===== src/rtl/i2c_pkg.sv =====
// Shared types for the I2C init sequencer: FSM states and
// the command table entry layout.
package i2c_pkg;

  typedef enum logic [3:0] {
    S_IDLE      = 4'd0,
    S_LOAD      = 4'd1,
    S_PULSE     = 4'd2,
    S_WAIT_BUSY = 4'd3,
    S_WAIT_DONE = 4'd4,
    S_CHECK     = 4'd5,
    S_FAIL      = 4'd6,
    S_GAP       = 4'd7,
    S_DONE      = 4'd8,
    S_ERROR     = 4'd9
  } state_e;

  typedef struct packed {
    logic [7:0]  dev_addr;
    logic [15:0] reg_data;
  } cmd_t;

endpackage


===== src/rtl/i2c_init_sequencer.sv =====
// Walks a {dev_addr, reg_data} table and issues one i2c_master
// write per entry, retrying on NACK or timeout.
module i2c_init_sequencer
  import i2c_pkg::*;
#(
  parameter int NUM_CMDS    = 16,
  parameter int IDX_W       = 4,
  parameter int MAX_RETRY   = 3,
  parameter int TIMEOUT_CYC = 4096,
  parameter int GAP_CYC     = 16
) (
  input  logic             clk,
  input  logic             reset,
  input  logic             go,
  output logic [IDX_W-1:0] tbl_index,
  input  logic [7:0]       tbl_dev_addr,
  input  logic [15:0]      tbl_reg_data,
  output logic             m_start,
  output logic [7:0]       m_dev_address,
  output logic [15:0]      m_reg_data,
  input  logic             m_finish,
  input  logic             m_ack,
  output logic             busy,
  output logic             done,
  output logic             error,
  output logic [IDX_W-1:0] err_index
);

  localparam int TW = $clog2(TIMEOUT_CYC + 1);
  localparam int GW = $clog2(GAP_CYC + 1);
  localparam int RW = $clog2(MAX_RETRY + 2);

  state_e           state_q, state_d;
  logic [IDX_W-1:0] idx_q, idx_d;
  logic [IDX_W-1:0] eidx_q, eidx_d;
  logic [RW-1:0]    retry_q, retry_d;
  logic [TW-1:0]    timer_q, timer_d;
  logic [GW-1:0]    gap_q, gap_d;
  cmd_t             cmd_q, cmd_d;
  logic             ack_q, ack_d;
  logic             start_q, start_d;
  logic             busy_q, busy_d;
  logic             done_q, done_d;
  logic             error_q, error_d;
  logic             expired;
  logic [TW-1:0]    timer_inc;

  // Timer saturates so a stuck master cannot wrap it back to zero.
  assign expired   = (timer_q == TW'(TIMEOUT_CYC));
  assign timer_inc = expired ? timer_q : timer_q + 1'b1;

  always_comb begin
    state_d = state_q;
    idx_d   = idx_q;
    eidx_d  = eidx_q;
    retry_d = retry_q;
    timer_d = timer_q;
    gap_d   = gap_q;
    cmd_d   = cmd_q;
    ack_d   = ack_q;
    start_d = 1'b0;
    busy_d  = busy_q;
    done_d  = done_q;
    error_d = error_q;
    unique case (state_q)
      S_IDLE, S_DONE, S_ERROR: begin
        if (go) begin
          state_d = S_LOAD;
          idx_d   = '0;
          eidx_d  = '0;
          retry_d = '0;
          busy_d  = 1'b1;
          done_d  = 1'b0;
          error_d = 1'b0;
        end
      end
      S_LOAD: begin
        cmd_d   = '{dev_addr: tbl_dev_addr,
                    reg_data: tbl_reg_data};
        timer_d = '0;
        start_d = 1'b1;
        state_d = S_PULSE;
      end
      S_PULSE: begin
        timer_d = timer_inc;
        state_d = S_WAIT_BUSY;
      end
      S_WAIT_BUSY: begin
        timer_d = timer_inc;
        if (!m_finish)    state_d = S_WAIT_DONE;
        else if (expired) state_d = S_FAIL;
      end
      S_WAIT_DONE: begin
        timer_d = timer_inc;
        // Master drops ack one cycle after finish rises.
        if (m_finish) begin
          ack_d   = m_ack;
          state_d = S_CHECK;
        end else if (expired) begin
          state_d = S_FAIL;
        end
      end
      S_CHECK: begin
        if (!ack_q) begin
          state_d = S_FAIL;
        end else if (idx_q == IDX_W'(NUM_CMDS - 1)) begin
          state_d = S_DONE;
          done_d  = 1'b1;
          busy_d  = 1'b0;
        end else begin
          idx_d   = idx_q + 1'b1;
          retry_d = '0;
          gap_d   = '0;
          state_d = S_GAP;
        end
      end
      S_FAIL: begin
        if (retry_q < RW'(MAX_RETRY)) begin
          retry_d = retry_q + 1'b1;
          gap_d   = '0;
          state_d = S_GAP;
        end else begin
          error_d = 1'b1;
          eidx_d  = idx_q;
          busy_d  = 1'b0;
          state_d = S_ERROR;
        end
      end
      S_GAP: begin
        if (gap_q == GW'(GAP_CYC - 1)) state_d = S_LOAD;
        else                           gap_d   = gap_q + 1'b1;
      end
      default: state_d = S_IDLE;
    endcase
  end

  always_ff @(posedge clk or posedge reset) begin
    if (reset) begin
      state_q <= S_IDLE;
      idx_q   <= '0;
      eidx_q  <= '0;
      retry_q <= '0;
      timer_q <= '0;
      gap_q   <= '0;
      cmd_q   <= '0;
      ack_q   <= 1'b0;
      start_q <= 1'b0;
      busy_q  <= 1'b0;
      done_q  <= 1'b0;
      error_q <= 1'b0;
    end else begin
      state_q <= state_d;
      idx_q   <= idx_d;
      eidx_q  <= eidx_d;
      retry_q <= retry_d;
      timer_q <= timer_d;
      gap_q   <= gap_d;
      cmd_q   <= cmd_d;
      ack_q   <= ack_d;
      start_q <= start_d;
      busy_q  <= busy_d;
      done_q  <= done_d;
      error_q <= error_d;
    end
  end

  assign tbl_index     = idx_q;
  assign m_start       = start_q;
  assign m_dev_address = cmd_q.dev_addr;
  assign m_reg_data    = cmd_q.reg_data;
  assign busy          = busy_q;
  assign done          = done_q;
  assign error         = error_q;
  assign err_index     = eidx_q;

endmodule


===== config.mk =====
export PLATFORM = sky130hd
export DESIGN_NAME = i2c_init_sequencer
export DESIGN_NICKNAME = d
export VERILOG_FILES = /design/src/rtl/i2c_pkg.sv /design/src/rtl/i2c_init_sequencer.sv
export SDC_FILE = /design/constraint.sdc
export NUM_CORES = 1
export LEC_CHECK = 0
export ABC_CLOCK_PERIOD_IN_PS = 2000
export BUFFER_PORTS_ARGS = -buffer_cell sky130_fd_sc_hd__buf_2
export CORE_MARGIN = 1
export CORE_UTILIZATION = 40
export CTS_CLUSTER_SIZE = 20
export DETAILED_ROUTE_END_ITERATION = 8
export PLACE_DENSITY_LB_ADDON = 0.1
export SKIP_CTS_REPAIR_TIMING = 1
export SYNTH_ARGS = -nofsm -noshare
export SYNTH_HDL_FRONTEND = slang
export SYNTH_SLANG_ARGS = --single-unit

===== constraint.sdc =====
create_clock -name clk -period 2 [get_ports clk]
set_clock_uncertainty 0.2 [all_clocks]
set_input_delay 0.2 -clock clk [delete_from_list [all_inputs] [get_ports clk]]
set_output_delay 0.2 -clock clk [all_outputs]
set_load 0.005 [all_outputs]

==> reports/metrics.csv <==
stage;metric;value;unit
critical_path;worstSetupStartpointType;register;
cells_and_area;antenna_cells;0;
critical_path;end_kind;register;
cts;cts_root_buf;clkbuf_8;
critical_path;required;2.03;ns
cts;cts_tree;yes;
global_route;grt_start_max_net_pins;29;
global_route;grt.met3_usage;5.161;%
global_route;busiest_layer;met2;
placement;hpwl;5373;um
timing;relSlewSlack;60.26;%
global_route;grt_overflow;0;
worst_hold_path;hold_start;m_finish;
logic_synthesis;synth-warning-count;0;
timing;hold_viol_final;0;
die;die_w;90.10;um
outcome;violations;setup timing;
cells_and_area;fillers;647;
timing;worst_slack;-0.03185;ns
global_route;grt_pass1_vias;2608;
logic_synthesis;synth_top_family_by_area;simple AND/OR/NAND/NOR gates;
power;cellPowerDensity;1375;nW/um^2
critical_path;ff2ff_setup_slack;-0.03;ns
die;die_area;8117;um^2
drt;antenna_left;0;
logic_synthesis;synth_cell_types;63;
cells_and_area;syn_to_final_growth;39.54;%
critical_path;crit_arrival;2.06;ns
critical_path;r2r_start;gap_q[1];
die;ios;65;
logic_synthesis;synth_top_area_share;49.98;%
logic_synthesis;syn_nets;359;
drt;drt-pass1-iter-count;5;
drt;routedWlPerCell;14.27;um
critical_path;crit_type;reg2reg;
global_route;grtUsageMet1;28.01;%
logic_synthesis;synth.area.top_cells;dfrtp_1 50%, nand2_1 10%, ha_1 2.4%;
die;start_util;42.12;%
global_route;antenna_found_initial;0;
power;p_leak;2.223;nW
critical_path;cp_max_fo;4;
logic_synthesis;synthArstFlopShare;100.0;%
logic_synthesis;yosysTopAreaCell;dfrtp_1;
drt;vias;2819;
logic_synthesis;ys.flop_type;dfrtp_1;
placement;routabilityCongestion;0.8722;
global_route;grt.total_usage;19.80;%
cts;clock_latency;0.34;ns
placement;port_buffers;64;
outcome;status;complete, but fails checks;
cells_and_area;fin_nets;485;
timing;setup_violations;1;
logic_synthesis;synth_adder_area_share;2.418;%
power;vdd_ir_drop_max;0.0007033;V
global_route;grt_pass1_wl;12650;um
logic_synthesis;syn_inst;324;
cells_and_area;utilization;58.78;%
cts;cts.sinks;62;
timing;final.setup.tns;-0.03185;ns
die;core_area;7370;um^2
logic_synthesis;synth_area;3104;um^2
drt;drt_wl_total;7894;um
timing;rsz0062_at_grt;yes;
cts;cts_made_buffers;9;
job;max-cap-violations;0;
cts;htree_num_levels;3;
timing;period_share;101.6;%
logic_synthesis;synth-compound-area-share;13.95;%
timing;holdWs;0.06019;ns
timing;drv_slew;0;
critical_path;reg2reg_to;gap_q[0];
cells_and_area;drive_gt1_share;32.16;%
logic_synthesis;avgSynthCellArea;9.581;um^2
critical_path;crit_start;gap_q[1];
die;rows;31;
logic_synthesis;synth.most_common_cell;nand2_1;
logic_synthesis;synth-simple-area-share;27.01;%
die;dieHeight;90.10;um
timing;worst_pin_slew;0.5952;ns
logic_synthesis;yosys_register_bits;62;
worst_hold_path;min_path_type;in2reg;
timing;period_minus_slack;2.032;ns
drt;drc;0;
cts;clk_pin_slew;0.07;ns
timing;clock.fmax;492.2;MHz
global_route;grt_use_met2;28.56;%
cts;cts_buffer_depth;2;
logic_synthesis;synthMuxAreaShare;2.701;%
logic_synthesis;synthTopCellsByCount;83 x nand2_1, 62 x dfrtp_1, 16 x nor2_1, 11 x nand3_1;
critical_path;rr_worst_depth;7;
drt;vias_per_cell;5.098;
drt;drt_iter0_drc;180;
logic_synthesis;synth-xor-area-share;0.2821;%
critical_path;crit_path_end;gap_q[0];
logic_synthesis;synth_edf_count;0;
logic_synthesis;ys_seq_area_share;49.98;%
[layout by cell type, fill, tap and decap left out, types with 2 or more instances in the layout]
master,count
a21o_1,4
and3_1,9
nand2_1,83
ha_1,4
nand3_1,10
nand2b_1,9
nor2_1,16
inv_1,9
o21ai_0,8
a32oi_1,2
dfrtp_2,3
buf_4,36
a21oi_1,6
dfrtp_1,59
a22o_1,5
or2_2,2
mux2i_1,5
buf_12,2
nor3_1,5
and2b_1,3
or3_1,2
buf_2,64
a31oi_1,7
clkbuf_8,12
o21ai_1,4
nand4_1,4
o31ai_1,2
a21oi_2,2
dlygate4sd3_1,26
nor2b_1,2
and4_1,2
inv_2,2
and3b_1,2
mux2_4,2
nand3_4,2
nor4b_2,2
[critical path, cell delays in order (launching register included)]
cell	delay, ns
dfrtp_1	0.41
ha_2	0.19
and3_4	0.18
ha_4	0.16
nand3_4	0.06
nand3_4	0.09
or3_4	0.38
mux2_4	0.26
[where the power goes]
part | leakage [nW] | internal [mW] | total (mW) | switching, mW
Sequential | 0.795 | 1.71 | 2.05 | 0.339
Combinational | 1.32 | 1.32 | 2.73 | 1.41
Clock | 0.104 | 0.669 | 1.17 | 0.502
[routing by layer]
metal | share of wire (%) | vias to the layer above
li1 | - | 1394
met1 | 49 | 1333
met2 | 45 | 81
met3 | 4.7 | 11
met4 | 1.9 | 0
met5 | 0 | -
[worst min-delay path by stage]
stage	endpoint	slack [ns]	cells after the start
finish	state_q[1]	0.06	3
global route	state_q[1]	0.06	3
CTS	m_reg_data[1]	-0.27	2
detailed placement	m_reg_data[12]	0.11	2
global placement	m_reg_data[12]	0.10	2
floorplan	m_dev_address[0]	0.11	2
[state kept, by name (all words and copies together), names as in the netlist, 3 cells and up]
name	count
state_q	4
retry_q	3
gap_q	5
tbl_index	4
err_index	4
m_reg_data	16
m_dev_address	8
timer_q	13
[metrics by stage]
stage	area (um^2)	setup WS [ns]	total power, mW	cells
4_1_cts	4019	-0.1141	5.871	526
5_1_grt	4332	-0.09203	6.419	553
3_5_place_dp	3811	-0.09793	4.682	511
2_1_floorplan	3137	-0.02109	3.587	324
3_3_place_gp	3811	-0.04735	4.635	511
6_report	4332	-0.03185	5.955	553
[kinds of logic (layout without fill, tap and decap cells)]
family / Yosys count / after routing
simple gates: 165 / 165
flops: 62 / 62
compound gates: 58 / 58
buf+inv: 24 / 154
mux: 8 / 8
fa+ha+maj: 6 / 6
xor+xnor: 1 / 1
[area by class of cell]
cell class                      instances  area [um^2]  share of cell area, %
Clock buffer                           12        165.2                  3.813
Multi-Input combinational cell        238         1513                  34.92
Inverter                               11        41.29                 0.9532
Timing Repair Buffer                  128        890.9                  20.57
Tap cell                               99        123.9                  2.860
Sequential cell                        62         1555                  35.90
Clock inverter                          3        42.54                 0.9821
(Power assumes the default switching activity.)
